===== config.mk =====
export PLATFORM = sky130hd
export DESIGN_NAME = mem_stage
export DESIGN_NICKNAME = d
export VERILOG_FILES = /design/src/rtl/mips_pkg.sv /design/src/rtl/mem_align.sv /design/src/rtl/mem_stage.sv
export SDC_FILE = /design/constraint.sdc
export NUM_CORES = 1
export LEC_CHECK = 0
export ABC_AREA = 1
export CORE_AREA = 5 5 145 147
export CTS_CLUSTER_DIAMETER = 50
export DETAILED_ROUTE_END_ITERATION = 12
export DIE_AREA = 0 0 150 152
export PLACE_DENSITY = 0.74
export SYNTH_ARGS = -nofsm -noshare
export SYNTH_HDL_FRONTEND = slang
export SYNTH_SLANG_ARGS = --single-unit

===== constraint.sdc =====
create_clock -name clock -period 2.2 [get_ports clock]
set_clock_uncertainty 0.15 [all_clocks]
set_input_delay 0.55 -clock clock [delete_from_list [all_inputs] [get_ports clock]]
set_output_delay 0.55 -clock clock [all_outputs]
set_load 0.005 [all_outputs]

===== src/rtl/mips_pkg.sv =====
// Shared opcodes, FSM states and access-size encoding for the MIPS32 memory stage.
package mips_pkg;

  localparam logic [5:0] OP_LB  = 6'h20;
  localparam logic [5:0] OP_LH  = 6'h21;
  localparam logic [5:0] OP_LW  = 6'h23;
  localparam logic [5:0] OP_LBU = 6'h24;
  localparam logic [5:0] OP_LHU = 6'h25;
  localparam logic [5:0] OP_SB  = 6'h28;
  localparam logic [5:0] OP_SH  = 6'h29;
  localparam logic [5:0] OP_SW  = 6'h2B;

  typedef enum logic {IDLE, WAIT} state_e;

  typedef enum logic [1:0] {SZ_B, SZ_H, SZ_W} size_e;

  typedef struct packed {
    logic        reg_write;
    logic        mem_to_reg;
    logic        pc_to_reg;
    logic [31:0] pc;
    logic [31:0] ir;
    logic [31:0] alu_res;
    logic [31:0] mem_data;
    logic [4:0]  write_addr;
    logic        exc_misalign;
    logic        bus_err;
  } memwb_t;

endpackage


===== src/rtl/mem_align.sv =====
// Size/sign decode, alignment check, store lane formatting and load extension (little-endian).
module mem_align
  import mips_pkg::*;
(
  input  logic [5:0]  opcode,
  input  logic        mem_op,
  input  logic [31:0] addr,
  input  logic [31:0] store_data,
  input  logic [31:0] rdata,
  output logic        misalign,
  output logic [3:0]  be,
  output logic [31:0] wdata,
  output logic [31:0] load_data
);

  size_e       size;
  logic        is_unsigned;
  logic [7:0]  byte_lane;
  logic [15:0] half_lane;

  always_comb begin
    size        = SZ_W;
    is_unsigned = 1'b0;
    case (opcode)
      OP_LB, OP_SB: size = SZ_B;
      OP_LBU: begin
        size        = SZ_B;
        is_unsigned = 1'b1;
      end
      OP_LH, OP_SH: size = SZ_H;
      OP_LHU: begin
        size        = SZ_H;
        is_unsigned = 1'b1;
      end
      default: size = SZ_W;
    endcase
  end

  assign byte_lane = rdata[{addr[1:0], 3'b000} +: 8];
  assign half_lane = addr[1] ? rdata[31:16] : rdata[15:0];

  assign misalign = mem_op & (((size == SZ_H) & addr[0]) |
                              ((size == SZ_W) & (addr[1:0] != 2'b00)));

  always_comb begin
    be        = 4'b1111;
    wdata     = store_data;
    load_data = rdata;
    case (size)
      SZ_B: begin
        be        = 4'b0001 << addr[1:0];
        wdata     = {4{store_data[7:0]}};
        load_data = {{24{~is_unsigned & byte_lane[7]}}, byte_lane};
      end
      SZ_H: begin
        be        = addr[1] ? 4'b1100 : 4'b0011;
        wdata     = {2{store_data[15:0]}};
        load_data = {{16{~is_unsigned & half_lane[15]}}, half_lane};
      end
      default: begin
        be        = 4'b1111;
        wdata     = store_data;
        load_data = rdata;
      end
    endcase
  end

endmodule


===== src/rtl/mem_stage.sv =====
// MEM stage: data-memory handshake FSM with timeout, stall generation and MEM/WB register.
module mem_stage
  import mips_pkg::*;
#(
  parameter int unsigned TIMEOUT = 16
) (
  input  logic        clock,
  input  logic        reset,
  input  logic        imem_read,
  input  logic        imem_write,
  input  logic        imem_to_reg,
  input  logic        ipc_to_reg,
  input  logic        ireg_write,
  input  logic [31:0] iPC,
  input  logic [31:0] iIR,
  input  logic [31:0] ialu_res,
  input  logic [31:0] iData_forMem,
  input  logic [4:0]  iwrite_addr,
  output logic        dmem_req,
  output logic        dmem_we,
  output logic [31:0] dmem_addr,
  output logic [31:0] dmem_wdata,
  output logic [3:0]  dmem_be,
  input  logic [31:0] dmem_rdata,
  input  logic        dmem_ready,
  output logic        stall,
  output logic        oreg_write,
  output logic        omem_to_reg,
  output logic        opc_to_reg,
  output logic [31:0] oPC,
  output logic [31:0] oIR,
  output logic [31:0] oalu_res,
  output logic [31:0] omem_data,
  output logic [4:0]  owrite_addr,
  output logic        oexc_misalign,
  output logic        obus_err
);

  localparam int unsigned CntW = $clog2(TIMEOUT + 1);
  localparam logic [CntW-1:0] TimeoutCnt = CntW'(TIMEOUT);

  state_e          state_q, state_d;
  logic [CntW-1:0] cnt_q, cnt_d;
  memwb_t          wb_q, wb_d;

  logic        mem_op;
  logic        misalign;
  logic        timeout_hit;
  logic [31:0] load_data;

  assign mem_op = imem_read | imem_write;

  mem_align u_align (
    .opcode     (iIR[31:26]),
    .mem_op     (mem_op),
    .addr       (ialu_res),
    .store_data (iData_forMem),
    .rdata      (dmem_rdata),
    .misalign   (misalign),
    .be         (dmem_be),
    .wdata      (dmem_wdata),
    .load_data  (load_data)
  );

  assign dmem_req    = ~reset & mem_op & ~misalign;
  assign dmem_we     = dmem_req & imem_write;
  assign dmem_addr   = {ialu_res[31:2], 2'b00};
  // Ready on the final wait cycle still completes the access.
  assign timeout_hit = (state_q == WAIT) & (cnt_q == TimeoutCnt) & ~dmem_ready;
  assign stall       = dmem_req & ~dmem_ready & ~timeout_hit;

  always_comb begin
    state_d = state_q;
    cnt_d   = cnt_q;
    case (state_q)
      IDLE: begin
        if (dmem_req && !dmem_ready) begin
          state_d = WAIT;
          cnt_d   = CntW'(1);
        end
      end
      WAIT: begin
        if (!dmem_req || dmem_ready || timeout_hit) begin
          state_d = IDLE;
          cnt_d   = '0;
        end else begin
          cnt_d = cnt_q + CntW'(1);
        end
      end
      default: begin
        state_d = IDLE;
        cnt_d   = '0;
      end
    endcase
  end

  // A stalled cycle leaves wb_d at all-zero, i.e. a bubble.
  always_comb begin
    wb_d = '0;
    if (!stall) begin
      wb_d.reg_write  = ireg_write;
      wb_d.mem_to_reg = imem_to_reg;
      wb_d.pc_to_reg  = ipc_to_reg;
      wb_d.pc         = iPC;
      wb_d.ir         = iIR;
      wb_d.alu_res    = ialu_res;
      wb_d.write_addr = iwrite_addr;
      if (misalign) begin
        wb_d.reg_write    = 1'b0;
        wb_d.exc_misalign = 1'b1;
      end else if (timeout_hit) begin
        wb_d.reg_write = 1'b0;
        wb_d.bus_err   = 1'b1;
      end else if (imem_read) begin
        wb_d.mem_data = load_data;
      end
    end
  end

  always_ff @(posedge clock) begin
    if (reset) begin
      state_q <= IDLE;
      cnt_q   <= '0;
      wb_q    <= '0;
    end else begin
      state_q <= state_d;
      cnt_q   <= cnt_d;
      wb_q    <= wb_d;
    end
  end

  assign oreg_write    = wb_q.reg_write;
  assign omem_to_reg   = wb_q.mem_to_reg;
  assign opc_to_reg    = wb_q.pc_to_reg;
  assign oPC           = wb_q.pc;
  assign oIR           = wb_q.ir;
  assign oalu_res      = wb_q.alu_res;
  assign omem_data     = wb_q.mem_data;
  assign owrite_addr   = wb_q.write_addr;
  assign oexc_misalign = wb_q.exc_misalign;
  assign obus_err      = wb_q.bus_err;

endmodule


Word-level counts from Yosys, hierarchy flattened
Cells that the tools add are included.
{"block": "classes", "div_mod_pow": 0, "shift": 2, "mux": 15, "addsub": 1, "reduce_logical": 14, "order_cmp": 0, "bitwise": 21, "eq_ne": 10, "multipliers": 0}
{"operator": "one-hot mux 32 bit (2 select lines)", "n": 2}
{"operator": "equality test 6 bit, second input constant", "n": 6}
{"operator": "variable part select 32 x 6 -> 8 bit", "n": 1}
{"operator": "2-to-1 mux 16 bit", "n": 1}
{"operator": "bitwise AND 1 bit", "n": 12}
{"operator": "2-to-1 mux 5 bit", "n": 2}
{"operator": "one-hot mux 5 bit (2 select lines)", "n": 1}
{"operator": "OR reduction 3 bit", "n": 3}
{"operator": "one-hot mux 4 bit (2 select lines)", "n": 1}
{"operator": "inverter 1 bit", "n": 7}
{"operator": "adder 5 x 1 -> 5 bit, second input constant", "n": 1}
{"operator": "equality test 5 bit, second input constant", "n": 1}
{"operator": "2-to-1 mux 1 bit", "n": 5}
{"operator": "OR reduction 5 bit", "n": 1}
{"operator": "2-to-1 mux 4 bit", "n": 1}
{"operator": "one-hot mux 2 bit (2 select lines)", "n": 1}
{"operator": "OR reduction 2 bit", "n": 2}
{"operator": "OR reduction 4 bit", "n": 1}
{"operator": "left shift 1 x 2 -> 4 bit, first input constant", "n": 1}
{"operator": "equality test 2 x 1 -> 1 bit, second input constant", "n": 1}
{"operator": "equality test 2 bit, second input constant", "n": 1}
{"operator": "zero test 1 bit", "n": 2}
{"operator": "zero test 2 bit", "n": 1}
{"operator": "logical OR 1 bit", "n": 2}
{"operator": "5 further kinds", "n": 6}
{"block": "word_totals", "romBits": 0, "mem_bits_rw": 0, "memories": 0, "input_bits": 173, "ff_bits": 144, "wordCells": 75, "latch_bits": 0}

Longest topological paths before layout
Gate-level depths: netlist (run 1).
{"block": "logic_depth", "ltp_word": 14, "ltp_mapped": 11, "depth_no_buf": 11}

Hierarchy
From an unflattened synthesis (run 1), not the netlist that was laid out.
{"block": "hier_totals", "hier_cells": 823, "area_unflattened_um2": 6481.2}
{"module": "mem_stage", "cells_each": 524, "seq_area_each_um2": 2882.8, "n_inst": 1, "area_per_inst_um2": 5087.4}
{"module": "mem_align", "cells_each": 299, "seq_area_each_um2": 0.0, "n_inst": 1, "area_per_inst_um2": 1393.8}

Worst setup path before layout (run 1)
OpenSTA, ideal clock, no wires.
{"block": "synth_path", "path_type": "in2out", "from": "input port iIR[31]", "to": "output port dmem_wdata[30]", "path_buffers": 1, "stages": 9, "slack_ns": -0.006, "arrival_ns": 1.506, "path_cell_list": "inv_1 -> nor2_4 -> nand3_2 -> inv_1 -> clkbuf_1 -> nand2_1 -> nor2_1 -> inv_1 -> o211ai_1"}
{"block": "synth_via", "elab_chain_cells": 5, "elab_cells_between_ends": 12, "cone_classes": "eq/ne (7); mux (2); reduce/logical (3)"}
{"element": "from (decl)", "line": "mem_stage.sv:15", "source": "input logic [31:0] iIR,"}
{"element": "equality test 6 bit", "line": "mem_align.sv:24", "source": "case (opcode)"}
{"element": "OR reduction 3 bit (no source line)"}
{"element": "one-hot mux 2 bit (2 select lines) *", "line": "mem_align.sv:24"}
{"element": "equality test 2 x 1 -> 1 bit or zero test 2 bit (tied branches)", "line": "mem_align.sv:49", "source": "case (size)"}
{"element": "one-hot mux 32 bit (2 select lines) *", "line": "mem_align.sv:49"}
{"element": "to (decl)", "line": "mem_stage.sv:22", "source": "output logic [31:0] dmem_wdata,"}
Mark *: on every way between the ends. The rest lies on a longest branch, timed or not.

Worst setup path in the final report (run 1)
{"block": "layout_path", "from": "input port iIR[30]", "to": "output port dmem_wdata[29]"}
Same word-level chain as after synthesis.

==> results of run 1 <==
-- synth_stat cells (all sizes together) --
cell type | n | area, um2
buf | 58 | 410
nor2 | 159 | 604
nor3 | 9 | 50.1
nand3 | 13 | 75.1
a21oi | 28 | 140
dfxtp | 144 | 2880
o22ai | 1 | 6.26
and3 | 1 | 6.26
o221ai | 7 | 61.3
clkbuf | 9 | 33.8
nand2 | 92 | 348
inv | 144 | 541
a22oi | 1 | 7.51
xnor2 | 1 | 8.76
conb | 1 | 3.75
ha | 2 | 25.0
xor2 | 2 | 17.5
o21ai | 21 | 113
nand4 | 1 | 6.26
o211ai | 9 | 67.6
clkinv | 1 | 3.75
or2 | 1 | 6.26
-- tightest hold or removal path: stages --
cell and delay [ns]:
buf_8 0.10, inv_1 0.06, nor2_1 0.05
-- path summary, 6_finish.rpt --
check                           slack, ns        endpoint
worst max register to register       0.37         oPC[13]
worst min-delay path                 0.25         oIR[30]
worst max-delay path                -0.09  dmem_wdata[29]
worst min register to register       0.35        cnt_q[1]
-- per-layer routing --
layer	up-vias	track usage [%]
met5	-	0
met4	0	4.53
met3	21	7.39
met2	260	32.7
met1	2612	18.9
li1	2886	-
-- cells by family after synthesis --
| family | share of synthesized area (%) |
|---|---|
| simple gates | 20.2 |
| buf+inv | 18.2 |
| flops | 53.2 |
| compound gates | 7.30 |
| xor+xnor | 0.485 |
| fa+ha+maj | 0.462 |
| other cells | 0.0692 |
-- report_power, final --
part	internal (mW)	switching, mW	total (mW)
sequential	2.74	0.0361	2.78
clock	1.73	1.26	2.99
combinational	0.764	0.488	1.25
-- cell type report --
cell class	instances	share of cell area (%)
clock inverter	15	1.75
clock buffer	17	3.99
timing repair buffer	463	41.8
sequential	144	27.0
multi-input combinational	351	17.1
inverter	145	5.24
tap	270	3.17
-- what timing repair did --
item	CTS	global route
resized for setup	277	36
setup endpoints to repair	205	32
cloned	5	0
pin swaps	25	22
buffers inserted	12	2
-- per-stage QoR --
stage	power, mW	cells	instance area (um2)	worst slack, ns	hold slack [ns]
6_report	7.02	1405	10700	-0.0893	0.252
5_1_grt	7.37	1405	10700	-0.152	0.235
4_1_cts	7.13	1404	10600	-0.124	0.232
3_5_place_dp	4.06	1355	9680	-1.00	0.338
3_3_place_gp	4.05	1355	9680	-0.989	0.331
2_1_floorplan	3.20	706	5420	0.106	0.312
==> run metrics, run 1 <==
outcome finished with violations; failing checks negative setup slack; initial antenna violation count 0; layout cells sized above 1 18.8%; Avg Inst Size Synth 7.68 um2; area of the multi-input gates 0.00182 mm2; Nets 1297; die height 152 um; power per cell area 658 mW/mm2; Max Buffers Root-to-Sink 2; Top delay family on crit path buffers and inverters; min-delay src iIR[30]; CP Cell Sequence buf_8 -> nor2_4 -> nand3_4 -> inv_4 -> buf_12 -> nand2_8 -> o211ai_1 -> buf_2; post-synthesis sequential area ratio 53.2%; DRT Pass-1 Iters 6; GRT Util Overall 17.9%; vias in the first global route 5790; Max Fclk 437 MHz; gr ovfl total 0; total CTS buffers 17; Buf+Inv Stages, Crit Path 4; Buffers on Ports 379; die area 0.0228 mm2; peak supply drop 0.485 mV; leakage 5.08 nW; Final HPWL DP 16600 um; slowest stage cell, crit path o211ai_1; pin count of the biggest net entering global routing 54; final setup fails 24; Initial Utilization 27.4%; Slew HR 57.8%; fill count 1881; Via Count 5779; post-layout util 53.9%; 1st-iter DRT viols 190; CTS tree built; Final Routed Wirelength 21300 um; critical path depth 8; final worst setup slack -0.0893 ns; crit path kind in -> out; commonest non-fill, non-tap cell in the layout clkdlybuf4s50_1; FF-to-FF path depth 8; DRT met1 WL 7790 um; Worst Path Required 1.50 ns; Final min period 2.29 ns; FF+latch count, synth 144; synth-to-layout area growth 97.0%; Die X-Extent 150 um; endpoint class of the critical path primary output; placer congestion estimate 0.876; Critical path origin iIR[30]; setup total negative slack -1.29 ns; Yosys warning count 0; FF+latch area 0.00288 mm2; global-route wire length before repair 31800 um; Least-Margin Pin Slew 0.629 ns; final worst path period share 104%; most frequent cells in the layout 299 x clkdlybuf4s50_1, 148 x nor2_1, 144 x dfxtp_1, 137 x inv_1, 62 x nand2_1; root buf cell clkbuf_16; hold-fix buffer count after cts 0; Final Hold Fails 0; arrival time at the worst endpoint 1.59 ns; met3 wire length 2310 um; Slew Limit Fails 0; unique cell type count in the Yosys netlist 29; htree depth 4; routed len/inst 15.1 um; DRC 0; Mapped Area 0.00542 mm2; Worst R2R Start cnt_q[0]; clk slew on worst S/H paths 0.07 ns; Sinks on Clock Net 144; CP startpoint kind input port; worst min path class in -> reg; Slowest Stage Delay on Critical Path 0.20 ns; Rows 52; CORE AREA 0.0198 mm2; max cap viols 0; Hold Path Cell Cnt 3; top layer in use met4; post-route ant nets 0; Gate Count Post-Synth 705; worst-path maximum fanout 6; unrepaired setup endpoints after global routing yes; # diodes 0; Top Ports 382; met2 routed WL 10900 um; clk_lat worst skew 0.41 ns; DR vias/cell 4.11
Power figures use the tool's default switching activity.
==> inputs of run 2 (changes only) <==
--- a/config.mk
+++ b/config.mk
@@ -6,11 +6,12 @@
 export NUM_CORES = 1
 export LEC_CHECK = 0
 export ABC_AREA = 1
-export CORE_AREA = 5 5 145 147
+export CORE_AREA = 5 5 147 149
 export CTS_CLUSTER_DIAMETER = 50
 export DETAILED_ROUTE_END_ITERATION = 12
-export DIE_AREA = 0 0 150 152
-export PLACE_DENSITY = 0.74
+export DIE_AREA = 0 0 152 154
+export PLACE_DENSITY = 0.73
+export SKIP_LAST_GASP = 1
 export SYNTH_ARGS = -nofsm -noshare
 export SYNTH_HDL_FRONTEND = slang
 export SYNTH_SLANG_ARGS = --single-unit
==> run metrics, run 2 (synthesis gave the netlist of run 1 again) <==
outcome finished with violations; failing checks negative setup slack; DRC 0 (unchanged); total CTS buffers 17 (unchanged); # diodes 0 (unchanged); post-route ant nets 0 (unchanged); layout cells sized above 1 17.8% (-0.97 points); Rows 52 (unchanged); Worst Path Required 1.50 ns (about the same); 1st-iter DRT viols 147 (-23%); arrival time at the worst endpoint 1.70 ns (+0.11 ns); Buffers on Ports 379 (unchanged); commonest non-fill, non-tap cell in the layout clkdlybuf4s50_1; worst min path class in -> reg; gr ovfl total 0 (unchanged); worst-path maximum fanout 13 (+7); clk slew on worst S/H paths 0.07 ns (about the same); Max Fclk 416 MHz (-4.7%); final worst path period share 109% (+5.2 points); endpoint class of the critical path primary output; min-delay src iIR[31]; Hold Path Cell Cnt 3 (unchanged); htree depth 4 (unchanged); CTS tree built; Worst R2R Start cnt_q[0]; Nets 1314 (+1.3%); leakage 5.09 nW (+0.24%); Least-Margin Pin Slew 0.538 ns (-0.0910 ns); die area 0.0234 mm2 (+2.7%); synth-to-layout area growth 96.3%; Slew Limit Fails 0 (unchanged); vias in the first global route 5719 (-1.2%); max cap viols 0 (unchanged); Final HPWL DP 17800 um (+7.1%); most frequent cells in the layout 300 x clkdlybuf4s50_1, 152 x nor2_1, 144 x dfxtp_1, 137 x inv_1, 83 x buf_4; GRT Util Overall 18.2% (+0.27 points); FF-to-FF path depth 9 (+1); crit path kind in -> out; CORE AREA 0.0200 mm2 (+1.3%); r2r endpoint oPC[18]; peak supply drop 0.495 mV (+2.1%); global-route wire length before repair 33400 um (+4.9%); initial antenna violation count 1 (+1); DR vias/cell 4.06 (-1.3%); Top Ports 382 (unchanged); final setup fails 31 (+29%); overall power 6.97 mW (-0.71%); post-layout util 53.1% (-0.89 points); Slew HR 63.9% (+6.1 points); Final Routed Wirelength 22200 um (+4.6%); pin count of the biggest net entering global routing 33 (-39%); root buf cell clkbuf_16; routed len/inst 15.6 um (+3.4%); Via Count 5775 (-0.069%); clk_lat worst skew 0.41 ns (about the same); power per cell area 656 mW/mm2 (-0.36%); reg2reg setup slack 0.18 ns (-0.19 ns); Die X-Extent 152 um (+1.3%); unrepaired setup endpoints after global routing yes; Hold Crit Endpoint oIR[31]; final worst setup slack -0.203 ns (-0.114 ns); Sinks on Clock Net 144 (unchanged); Max Buffers Root-to-Sink 2 (unchanged); Initial Utilization 27.0% (-0.36 points); die height 154 um (+1.3%); placer congestion estimate 0.929 (+6.0%); Cells after DPL 1372 (+1.3%); setup total negative slack -4.48 ns (-3.19 ns); Cell Count, Final, Fillers Out 1422 (+1.2%); DRT Pass-1 Iters 7 (+1); Final min period 2.40 ns (+0.114 ns); CP startpoint kind input port; Final Hold Fails 0 (unchanged)
-- run 2: changes by cell type in the layout (fill, tap and decap cells not counted), sizes merged, moves of 2 or more --
cell	delta
buf	+9
bufinv	-2
clkdlybuf4s15	+3
clkinv	+5
dlygate4sd2	+5
inv	-2
-- run 2: how the worst max path moves through the flow --
stage | start | slack [ns] | end
final | iIR[30] | -0.20 | dmem_be[3]
after floorplan | imem_read | 0.11 | stall
after global routing | iIR[28] | -0.27 | dmem_wdata[24]
after CTS | iIR[31] | -0.22 | dmem_wdata[26]
after detailed placement | iIR[31] | -1.06 | dmem_wdata[30]
after global placement | iIR[31] | -1.00 | dmem_wdata[31]
-- run 2: timing repair --
item / in CTS / in global routing
pin swaps: 19 / 10
buffers inserted: 14 / 3
resized for setup: 219 / 29
endpoints found under the setup margin: 203 / 33
cloned: 2 / 0
hold buffers: 0 / 0
-- run 2: critical path: stages --
cell and delay [ns]:
buf_8 0.10, nor2_4 0.20, nand3_4 0.12, buf_4 0.17
buf_12 0.14, o21ai_1 0.11, inv_1 0.04, dlygate4sd2_1 0.26
-- run 2: through the flow --
stage	hold slack (ns)	area, um2	setup slack [ns]
floorplan	0.312	5420	0.106
global placement	0.330	9830	-1.00
detailed placement	0.335	9830	-1.06
CTS	0.179	10500	-0.225
global route	0.183	10600	-0.267
finish	0.205	10600	-0.203
-- run 2: layout make-up --
| type | instances | area (um2) |
|---|---|---|
| Inverter | 145 | 551 |
| Clock inverter | 15 | 189 |
| Tap cell | 270 | 338 |
| Timing Repair Buffer | 481 | 4540 |
| Clock buffer | 17 | 425 |
| Sequential cell | 144 | 2880 |
| Fill cell | 1949 | 9410 |
| Multi-Input combinational cell | 350 | 1710 |
-- run 2: metal layers --
layer | track usage (%) | up-vias | routed length, um
li1 | - | 2926 | -
met1 | 20.0 | 2559 | 8710
met2 | 32.3 | 261 | 11000
met3 | 7.67 | 27 | 2120
met4 | 4.92 | 2 | 361
met5 | 0 | - | 13
-- run 2: where the power goes --
part	leakage (nW)	internal [mW]	total (mW)	switching, mW
clock	0.298	1.55	2.94	1.38
sequential	1.19	2.74	2.78	0.0353
combinational	3.60	0.774	1.26	0.483
==> inputs of run 3 (changes only) <==
==> constraint.sdc (replaced) <==
create_clock -name clock -period 2.2 [get_ports clock]
set_clock_uncertainty 0.15 [all_clocks]
set_input_delay 0.55 -clock clock [delete_from_list [all_inputs] [get_ports clock]]
set_output_delay 0.55 -clock clock [all_outputs]
set_load 0.05 [all_outputs]
==> run metrics, run 3 (synthesis gave the netlist of run 1 again) <==
Nets 1288 (-2.0%); Critical path origin iIR[30]; switching power 2.62 mW (+38%); global-route wire length before repair 34800 um (+4.3%); arrival time at the worst endpoint 1.77 ns (+0.07 ns); Final Routed Wirelength 22900 um (+3.1%); register share of total power 35.7% (-4.1 points); GRT Util Overall 18.9% (+0.67 points); DRC 0 (unchanged); total CTS buffers 17 (unchanged); synth-to-layout area growth 106%; Cell Count, Final, Fillers Out 1397 (-1.8%); crit path capture dmem_wdata[8]; peak supply drop 0.445 mV (-10%); crit path kind in -> out; worst min path class in -> reg; leakage 5.61 nW (+10%); routed len/inst 16.4 um (+4.9%); share of total power in combinational logic 27.7% (+9.7 points); reg2reg setup slack 0.39 ns (+0.21 ns); min-delay src iIR[30]; failing checks negative setup slack; htree depth 4 (unchanged); Die X-Extent 152 um (unchanged); Clock power frac 36.6% (-5.5 points); r2r endpoint oIR[12]; clk slew on worst S/H paths 0.06 ns (about the same); final setup fails 31 (unchanged); Slew Limit Fails 0 (unchanged); Sinks on Clock Net 144 (unchanged); most frequent cells in the layout 161 x clkdlybuf4s50_1, 150 x nor2_1, 144 x dfxtp_1, 142 x buf_4, 133 x inv_1; CORE AREA 0.0200 mm2 (unchanged); initial antenna violation count 1 (unchanged); Least-Margin Pin Slew 0.649 ns (+0.111 ns); Via Count 5793 (+0.31%); Slowest Stage Delay on Critical Path 0.17 ns (-0.09 ns); Top Ports 382 (unchanged); internal power 5.16 mW (+1.8%); die area 0.0234 mm2 (unchanged); Slew HR 56.4% (-7.4 points); DRT Pass-1 Iters 4 (-3); Initial Utilization 27.0% (unchanged); die height 154 um (unchanged); pin count of the biggest net entering global routing 54 (+64%); Rows 52 (unchanged); post-layout util 55.8% (+2.7 points); Final Hold Fails 0 (unchanged); final worst setup slack -0.265 ns (-0.0624 ns); Final HPWL DP 18100 um (+1.8%); Max Fclk 406 MHz (-2.5%); slowest stage cell, crit path buf_12; Max Buffers Root-to-Sink 2 (unchanged); vias in the first global route 6008 (+5.1%); max cap viols 0 (unchanged); Buffers on Ports 379 (unchanged); switch share 33.7% (+6.4 points); CP startpoint kind input port; 1st-iter DRT viols 190 (+29%); most frequent CP cell buf_12; Worst Path Required 1.50 ns (about the same); FF-to-FF path depth 8 (-1); post-route ant nets 0 (unchanged); Cells after DPL 1345 (-2.0%); root buf cell clkbuf_16; gr ovfl total 0 (unchanged); final worst path period share 112% (+2.8 points); placer congestion estimate 0.916 (-1.3%); CP Cell Sequence buf_6 -> nor2_4 -> nand3_4 -> buf_12 -> clkinv_8 -> nand2_4 -> nor2_1 -> inv_1 -> buf_4 -> o21ai_4 -> buf_12; worst-path maximum fanout 5 (-8); layout cells sized above 1 29.8% (+12 points); unrepaired setup endpoints after global routing yes; clk_lat worst skew 0.40 ns (about the same); Final min period 2.47 ns (+0.0624 ns); DR vias/cell 4.15 (+2.1%); power per cell area 696 mW/mm2 (+6.2%); outcome finished with violations; commonest non-fill, non-tap cell in the layout clkdlybuf4s50_1; Worst R2R Start cnt_q[0]; CTS tree built; endpoint class of the critical path primary output
==> run 3: worst min-delay path by stage <==
stage | to | slack, ns | depth (start not counted)
floorplan | cnt_q[4] | 0.31 | 2
global placement | cnt_q[4] | 0.33 | 2
detailed placement | cnt_q[1] | 0.34 | 2
CTS | oIR[30] | 0.19 | 3
global route | oIR[30] | 0.20 | 3
finish | oIR[30] | 0.21 | 3
==> run 3: layer usage <==
| layer | GRT usage (%) | vias to the layer above | part of all wire (%) | wire [um] |
|---|---|---|---|---|
| met4 | 5.39 | 0 | 2.0 | 465 |
| met2 | 34.3 | 257 | 52 | 11900 |
| li1 | - | 2876 | - | - |
| met1 | 20.1 | 2632 | 37 | 8490 |
| met5 | 0 | - | 0 | 0 |
| met3 | 7.81 | 28 | 9.0 | 2070 |
==> run 3: final cells by class <==
class	count	area (um2)
Timing Repair inverter	1	16.3
Tap cell	270	338
Sequential cell	144	2880
Fill cell	1792	8860
Multi-Input combinational cell	350	1870
Antenna cell	1	2.50
Clock buffer	17	425
Inverter	145	571
Clock inverter	15	165
Timing Repair Buffer	454	4910
==> run 3: stage by stage <==
step                      setup slack (ns)  power, mW  hold WS (ns)  instance area (um2)  setup TNS (ns)
after floorplan                     -0.264       3.93         0.312                 5500           -3.64
after CTS                           -0.259       7.88         0.187                11000           -5.84
final                               -0.265       7.79         0.212                11200           -5.51
after global routing                -0.326       8.12         0.196                11200           -7.55
after detailed placement            -0.858       4.96         0.339                10100         -117.28
after global placement              -0.829       4.94         0.329                10100         -113.94
==> run 3: power groups by stage <==
stage | registers (mW) | logic [mW] | clock network [mW]
floorplan | 3.31 | 0.622 | 0
global placement | 2.83 | 2.11 | 0
detailed placement | 2.84 | 2.12 | 0
CTS | 2.78 | 2.15 | 2.95
global route | 2.79 | 2.25 | 3.07
finish | 2.78 | 2.16 | 2.85
==> run 3: timing repair <==
item	CTS	global route
buffers inserted	10	9
hold buffers	0	0
setup endpoints to repair	226	31
pin swaps	16	9
cloned	2	0
gates resized for setup	153	45
==> run 3: worst max-delay path: cells and delay by family <==
| family | cells | cell delay, ns |
|---|---|---|
| AO/OA/AOI/OAI | 1 | 0.07 |
| buffers and inverters | 6 | 0.69 |
| AND/OR/NAND/NOR | 4 | 0.44 |
==> edit: new RTL, flow settings as in run 1 <==
`TIMEOUT`: 16 -> 32.
--- a/src/rtl/mem_stage.sv
+++ b/src/rtl/mem_stage.sv
@@ -3,5 +3,5 @@
   import mips_pkg::*;
 #(
-  parameter int unsigned TIMEOUT = 16
+  parameter int unsigned TIMEOUT = 32
 ) (
   input  logic        clock,
Function: no difference found for any inputs over 4 cycles, from zero or initial values and one cycle with reset high; that may be too few to reach the edited logic, so the function may still have changed.
==> edit against run 1 <==
The run still ends with negative setup slack left. Setup slack got worse by 0.11 ns. Sequential cell count increased by 1. Register-to-register slack improved by 0.02 ns. Routed wire length decreased by 2.2%. Synthesized area increased by 1.7%. Maximum frequency decreased by 4.5%. Die area unchanged. Total power decreased by 3.3%. Sequential power about the same. Final area increased by 1.9%. Via count increased by 2.9%.
==> edit: results (changes against run 1) <==
Logic synthesis
  – Commonest cells post-synth: 155 x nor2_1, 145 x dfxtp_1, 145 x inv_1
  – Post-synth cell types: 32 (+10%)
  – Seq/Total Area, Yosys: 52.7% (-0.52 points)
  – Synth Area per Inst: 7.74 µm² (+0.69%)
  – Synth warn: 0 (unchanged)
  – Largest cells by area after synthesis: dfxtp_1 53%, nor2_1 11%, inv_1 9.9%
  – Ys async rst share: 0% (unchanged)

Clocking
  – Worst-Skew Late Latency: 0.41 ns (about the same)
  – CTS root buf: clkbuf_16

Worst setup path
  – Crit path DAT: 1.70 ns (+0.11 ns)
  – Worst path slowest cell: nor2_4
  – CP Max Fanout: 4 (-2)
  – CP max stage delay: 0.17 ns (-0.03 ns)

Pwr
  – Flop pwr share: 41.1% (+1.5 points)
  – Leak Pwr: 5.18 nW (+2.0%)
  – Worst VDD drop: 608 µV (+25%)
  – Combinational share of power: 18.4% (+0.6 points)
  – Cell Int Power: 0.00506 W (-3.4%)

Route
  – Via Count: 5944 (+2.9%)
  – Initial drt markers: 129 (-32%)
  – Total Wirelength: 20800 µm (-2.2%)
  – Post-DR wirelength/cell: 14.4 µm (-4.8%)
  – DR pass1 iterations: 4 (-2)

Timing
  – Final worst slack: -0.198 ns (-0.109 ns)
  – Final setup TNS: -3.06 ns (-1.78 ns)
  – Max-slew headroom: 64.0% (+6.3 points)
  – Final setup vio count: 29 (+21%)

Placed design
  – I/O Buffers: 379 (unchanged)
  – Pre-CTS setup slack: -1.09 ns (-0.0859 ns)
  – Placed cell area: 9860 µm² (+1.8%)
  – Placed cell count: 1377 (+1.6%)
  – GPL Wtd Cong: 0.868 (-0.94%)
  – HPWL after DPL: 16300 µm (-1.4%)

Final layout
  – Fraction of layout cells with a size suffix above 1: 20.8% (+2.0 points)
  – Nets: 1335 (+2.9%)
  – # diodes: 0 (unchanged)
  – Filler instances: 1816 (-3.5%)
  – Area of the multi-input gates: 1850 µm² (+1.3%)

Status
  – Violated checks: negative setup slack
  – Status: finished, violations left

GRT
  – First-pass GRT wire length: 31100 µm (-2.4%)
  – GRT Overall Usage: 17.5% (-0.44 points)
  – Vias in the first global route: 5848 (+1.0%)
-- edit: cell types whose count changed in the layout (fill, tap and decap cells not counted), moves of 4 or more --
cell,before,now
buf_4,61,86
nor2_2,7,3
buf_6,14,24
nand2_4,16,11
o21ai_2,2,8
nand2_1,62,69
o21ai_1,9,5
buf_16,4,0
-- edit: timing repair --
action | in CTS | in global routing
pin swaps | 26 | 15
gates resized for setup | 268 | 45
setup buffers | 30 | 6
setup endpoints to repair | 136 | 75
hold endpoints to repair | 0 | 0
cloned | 1 | 0
-- edit: final cells by class --
type	count	area share [%]
Tap cell	270	3.11
Multi-Input combinational cell	354	17.0
Timing Repair inverter	1	0.150
Clock buffer	19	4.08
Inverter	148	5.30
Sequential cell	145	26.7
Timing Repair Buffer	493	42.6
Clock inverter	13	1.12
-- edit: logic make-up (layout without fill, tap and decap cells) --
family / count (synthesis) / after routing / synth area share, %
DFF: 145 / 145 / 52.7
buffers and inverters: 214 / 674 / 18.1
and+or+nand+nor: 277 / 277 / 20.8
AOI/OAI and AO/OA: 69 / 69 / 7.27
adders and majority gates: 2 / 2 / 0.454
xor gates and xnor gates: 4 / 4 / 0.636
other: 1 / 2 / 0.0681
-- edit: path summary, 6_finish.rpt --
| check | to | slack, ns | cells past startpoint |
|---|---|---|---|
| worst max-delay path | dmem_wdata[30] | -0.20 | 10 |
| worst min-delay path | oIR[30]$_SDFF_PP0_ | 0.21 | 3 |
| worst max register to register | omem_data[4]$_SDFF_PP0_ | 0.39 | 9 |
| worst min register to register | cnt_q[4]$_SDFFE_PP0P_ | 0.32 | 2 |
-- edit: layer usage --
layer  global-route usage [%]  vias up  wire, µm
met5                        0        -         0
met4                     5.01        0       354
met3                     6.40       26      2070
met2                     32.5      251     10800
met1                     18.2     2683      7550
li1                         -     2984         -
